`src/rtl/data_mem_arbiter.sv`:
```
// Two-requester data-memory arbiter: the core has priority and the DMA gets a guaranteed slot
// after STARVE_LIMIT consecutive lost cycles. Responses are registered one cycle after grant.
module data_mem_arbiter #(
    parameter int unsigned STARVE_LIMIT = 4
) (
    input  logic        i_clk,
    input  logic        i_rst,

    input  logic        i_core_valid,
    input  logic        i_core_we,
    input  logic [31:0] i_core_addr,
    input  logic [31:0] i_core_wd,
    input  logic [1:0]  i_core_mask_type,
    input  logic        i_core_ext_type,
    output logic        o_core_ready,
    output logic        o_core_stall,
    output logic        o_core_rvalid,
    output logic [31:0] o_core_rd,

    input  logic        i_dma_valid,
    input  logic        i_dma_we,
    input  logic [31:0] i_dma_addr,
    input  logic [31:0] i_dma_wd,
    input  logic [1:0]  i_dma_mask_type,
    input  logic        i_dma_ext_type,
    output logic        o_dma_ready,
    output logic        o_dma_rvalid,
    output logic [31:0] o_dma_rd,

    output logic        o_mem_we,
    output logic [31:0] o_mem_addr,
    output logic [31:0] o_mem_wd,
    output logic [1:0]  o_mem_mask_type,
    output logic        o_mem_ext_type,
    input  logic [31:0] i_mem_rd
);

    localparam logic [1:0] IDLE      = 2'd0;
    localparam logic [1:0] RESP_CORE = 2'd1;
    localparam logic [1:0] RESP_DMA  = 2'd2;

    localparam logic [3:0] LIMIT = 4'(STARVE_LIMIT);

    logic [1:0]  state_q, state_d;
    logic [3:0]  starve_cnt_q, starve_cnt_d;
    logic [31:0] core_rd_q, core_rd_d;
    logic [31:0] dma_rd_q, dma_rd_d;

    logic grant_core;
    logic grant_dma;
    logic dma_forced;

    // Reset suppresses every grant so no write can slip through during the reset cycle.
    always_comb begin
        dma_forced = i_dma_valid && (starve_cnt_q == LIMIT);
        grant_core = 1'b0;
        grant_dma  = 1'b0;
        if (!i_rst) begin
            if (i_core_valid && !dma_forced) begin
                grant_core = 1'b1;
            end else if (i_dma_valid) begin
                grant_dma = 1'b1;
            end
        end
    end

    always_comb begin
        o_mem_we        = 1'b0;
        o_mem_addr      = 32'h0;
        o_mem_wd        = 32'h0;
        o_mem_mask_type = 2'b00;
        o_mem_ext_type  = 1'b0;
        if (grant_core) begin
            o_mem_we        = i_core_we;
            o_mem_addr      = i_core_addr;
            o_mem_wd        = i_core_wd;
            o_mem_mask_type = i_core_mask_type;
            o_mem_ext_type  = i_core_ext_type;
        end else if (grant_dma) begin
            o_mem_we        = i_dma_we;
            o_mem_addr      = i_dma_addr;
            o_mem_wd        = i_dma_wd;
            o_mem_mask_type = i_dma_mask_type;
            o_mem_ext_type  = i_dma_ext_type;
        end
    end

    always_comb begin
        state_d = IDLE;
        if (grant_core) begin
            state_d = RESP_CORE;
        end else if (grant_dma) begin
            state_d = RESP_DMA;
        end

        // Counter only tracks an uninterrupted losing streak; any gap in DMA valid restarts it.
        starve_cnt_d = starve_cnt_q;
        if (!i_dma_valid || grant_dma) begin
            starve_cnt_d = 4'd0;
        end else if (starve_cnt_q < LIMIT) begin
            starve_cnt_d = starve_cnt_q + 4'd1;
        end

        core_rd_d = core_rd_q;
        if (grant_core) begin
            core_rd_d = i_core_we ? 32'h0 : i_mem_rd;
        end

        dma_rd_d = dma_rd_q;
        if (grant_dma) begin
            dma_rd_d = i_dma_we ? 32'h0 : i_mem_rd;
        end
    end

    always_ff @(posedge i_clk) begin
        if (i_rst) begin
            state_q      <= IDLE;
            starve_cnt_q <= 4'd0;
            core_rd_q    <= 32'h0;
            dma_rd_q     <= 32'h0;
        end else begin
            state_q      <= state_d;
            starve_cnt_q <= starve_cnt_d;
            core_rd_q    <= core_rd_d;
            dma_rd_q     <= dma_rd_d;
        end
    end

    assign o_core_ready = grant_core;
    assign o_dma_ready  = grant_dma;
    assign o_core_stall = i_core_valid & ~grant_core;

    // A response pending from the cycle before reset is dropped rather than delivered.
    assign o_core_rvalid = (state_q == RESP_CORE) && !i_rst;
    assign o_dma_rvalid  = (state_q == RESP_DMA) && !i_rst;
    assign o_core_rd     = core_rd_q;
    assign o_dma_rd      = dma_rd_q;

endmodule

```
`config.mk`:
```
export PLATFORM = sky130hd
export DESIGN_NAME = data_mem_arbiter
export DESIGN_NICKNAME = d
export VERILOG_FILES = /design/src/rtl/data_mem_arbiter.sv
export SDC_FILE = /design/constraint.sdc
export NUM_CORES = 1
export LEC_CHECK = 0
export CAP_MARGIN = 15
export CORE_AREA = 2 2 118 120
export DETAILED_ROUTE_END_ITERATION = 10
export DIE_AREA = 0 0 120 122
export GPL_TIMING_DRIVEN = 0
export PLACE_DENSITY = 0.68
export SETUP_SLACK_MARGIN = 0.05
export SYNTH_ARGS = -nofsm -noshare
export SYNTH_HDL_FRONTEND = slang
export SYNTH_SLANG_ARGS = --single-unit
```
`constraint.sdc`:
```
create_clock -name i_clk -period 2.8 [get_ports i_clk]
set_input_delay 0.28 -clock i_clk [delete_from_list [all_inputs] [get_ports i_clk]]
set_output_delay 0.28 -clock i_clk [all_outputs]
set_load 0.05 [all_outputs]
```
==> key figures <==
Placed design
  • Placed cell areas: 7009 um^2
  • Port Buffer Count: 306
  • DP HPWL: 15.25 mm
  • RePlAce Congestion: 0.8704
  • DP Cell Count: 889

Worst setup path
  • CP max stage delay: 0.38 ns
  • Worst Setup SP: starve_cnt_q[0]$_SDFFE_PP0N_
  • CP max FO: 10
  • Worst endpoint required time: 2.52 ns
  • Reg2Reg Setup Slack: 1.04 ns
  • Worst path arrival time: 2.40 ns
  • Top cell by count, worst path: buf_6
  • Startpoint Class: register
  • CP delay by family, top: buffers and inverters
  • Worst reg-to-reg path cell count: 7
  • Reg-to-reg critical path endpoint: o_dma_rd[27]$_SDFFE_PP0N_
  • Reg2reg start: starve_cnt_q[0]$_SDFFE_PP0N_
  • Bufs and invs on worst path: 5
  • CP Capture Type: output port
  • Slowest CP cell: dfxtp_1
  • Crit path kind: reg2out
  • Worst path cell trace: inv_1 -> ha_1 -> and4b_1 -> buf_6 -> nor3_4 -> buf_12 -> buf_6 -> a22o_1 -> clkdlybuf4s18_2

Cells and area
  • Nets: 895
  • Fin util: 52.31%
  • Synth-to-layout area growth: 89.85%
  • Layout cells sized above 1: 14.34%
  • Fin cells: 906
  • Fin area: 7064 um^2

Yosys
  • Post-synth design cell area: 3721 um^2
  • Syn_nets: 577
  • Synthesized flop and latch total: 70
  • Post-synth top cells: dfxtp_1, a22o_1, nand2b_1
  • Largest cells by area after synthesis: dfxtp_1, a22o_1, nand2b_1
  • Mapped Avg Cell Area: 9.233 um^2
  • Async SR Flop Fraction: 0%
  • Yosys warning total: 0
  • Area fraction of the dominant cell type after synthesis: 37.66%
  • Syn Inst Count: 403
  • Number of distinct library cells after synthesis: 22
  • Top-count cell post-synth: dfxtp_1
  • Post-synthesis sequential area ratio: 37.66%
  • EDFF count, synth: 0
  • Synth area leader: dfxtp_1
  • Post-synth top flop: dfxtp_1

Power and ir drop
  • Max VDD drop: 0.3752 mV
  • Leak: 2.689 nW
  • Power Density: 439.1 nW/um^2

Floorplanning
  • Height of the chip: 122 um
  • Die ar.: 14,640 um^2
  • Starting density of the core: 27.55%
  • Die width: 120 um
  • Core Rows: 43
  • Core Footprint: 13,500 um^2
  • IO Count: 309

Min path
  • Worst hold path startpoint: i_core_valid
  • Hold Path Class: in2reg
  • Hold path depth: 3
  • WHS Endpoint: o_core_rd[1]$_SDFFE_PP0P_

Clocking
  • CTS Hold Bufs: 0
  • CTS Root Buffer Type: clkbuf_16
  • CTS H-tree lvls: 3
  • Reg clk slew, reported paths: 0.05 ns
  • Total CTS buffers: 9
  • Clk_lat worst skew: 0.33 ns
  • Clock Path Buffers: 2
  • CTS tree: built
  • CTS sink cnt: 70

Route
  • DR vias: 4,453
  • Detailed Route Iter0 Violations: 216
  • Drt first pass iters: 4
  • Via density: 4.915
  • Final wirelength: 19.21 mm
  • Average wire per cell in the routed design: 21.20 um
  • DRC errors left: 0
  • Final ANT Viol Nets: 0

Status
  • Outcome: finished, final reports clean

STA
  • Worst-Margin Slew: 0.9248 ns
  • Min Tclk post-route: 2.680 ns
  • Setup TNS: 0 ns
  • RSZ-0062 raised after global routing: yes
  • Max Clk Rate: 0.3732 GHz
  • Fin. max-slew vios: 0
  • Hold slack: 0.3342 ns
  • # setup viols final: 0
  • Worst Skew: 0.003962 ns
  • Final worst-path cycle share: 95.70%
  • Slew HR: 38.12%
  • Final Hold Fails: 0

Global routing
  • Initial antenna violation count: 1
  • Remaining global-route overflow: 0
  • Vias in the first global route: 4,473
  • Largest net degree at the start of global routing: 11
  • First-pass GRT wire length: 27.65 mm
  • Tot GR Track Use: 24.98%

Job
  • Max cap viols: 0
-- logic make-up after synthesis --
kind of cell	Yosys count	share of synthesized area (%)
AO/OA/AOI/OAI	137	25.29
XOR/XNOR	1	0.2354
adder cells (fa/ha/maj)	2	0.6724
buffers and inverters	49	7.128
flip-flops	70	37.66
multiplexers	32	8.608
AND/OR/NAND/NOR	112	20.41
-- stage by stage --
stage               power [W]  setup slack (ns)
floorplan            0.001602            0.5782
global placement     0.002109           -0.4273
detailed placement   0.002115           -0.3950
CTS                  0.003141           0.05035
global route         0.003214           0.01459
finish               0.003102            0.1205
-- where the power goes --
part | internal, W | leakage (nW) | switching, W
sequential | 0.00103 | 0.570 | 0.0000182
combinational | 0.000431 | 1.99 | 0.000577
clock | 0.000642 | 0.133 | 0.000403
-- worst max-delay path by stage --
| stage | end | depth (start not counted) |
|---|---|---|
| final | o_mem_addr[10] | 9 |
| after global placement | o_mem_addr[31] | 7 |
| after floorplan | o_mem_addr[15] | 7 |
| after detailed placement | o_mem_addr[31] | 7 |
| after global routing | o_mem_wd[12] | 8 |
| after CTS | o_mem_addr[4] | 9 |
-- placed cells by master, fill, tap and decap left out, types with 2 or more instances in the layout --
master	Yosys	final
clkdlybuf4s50_1	0	235
dfxtp_1	70	70
a22o_1	68	68
nand2b_1	55	55
buf_2	2	52
a21oi_1	36	36
nand4b_1	34	34
o21ai_0	33	33
mux2i_1	32	32
clkbuf_1	26	25
clkdlybuf4s18_2	0	14
nand2_1	11	11
clkbuf_16	0	9
buf_6	8	8
clkbuf_4	0	8
nor2_1	6	6
buf_4	5	5
inv_1	4	4
nor3b_1	2	2
buf_1	4	2
ha_1	2	2
clkbuf_8	0	2
clkdlybuf4s15_2	0	2
-- worst register-to-register path, stage by stage, from the launching register on --
cell and delay, ns:
dfxtp_1 0.34, inv_1 0.08, ha_1 0.19, nand3b_1 0.13, a21oi_1 0.21, buf_4 0.24, buf_4 0.27, mux2i_1 0.22
-- cell type report --
| class | instances | area (um^2) |
|---|---|---|
| tap | 180 | 225.2 |
| sequential | 70 | 1401 |
| inverter | 4 | 15.01 |
| multi-input combinational | 284 | 2054 |
| buffer | 45 | 265.3 |
| timing repair buffer | 307 | 2831 |
| clock inverter | 1 | 5.005 |
| clock buffer | 14 | 264.0 |
| antenna | 1 | 2.502 |
| fill | 1256 | 6440 |
-- timing repair --
action                                 CTS  global route
setup buffers                            1             0
setup endpoints to repair               71            69
gates cloned                             0             0
endpoints found under the hold margin    0             0
pin swaps                                1             0
resized for setup                      230           116
-- flip-flops by register name, indices dropped and copies added, names as in the netlist --
register      flops
o_core_rd        32
o_dma_rd         32
starve_cnt_q      4
state_q           2
-- routing by layer --
metal	global-route usage, %	part of all wire [%]
met5	0	0
met4	7.500	1.8
met3	6.320	6.4
met2	42.44	49
met1	31.16	42
No activity file was read; power rests on OpenSTA's default activity.
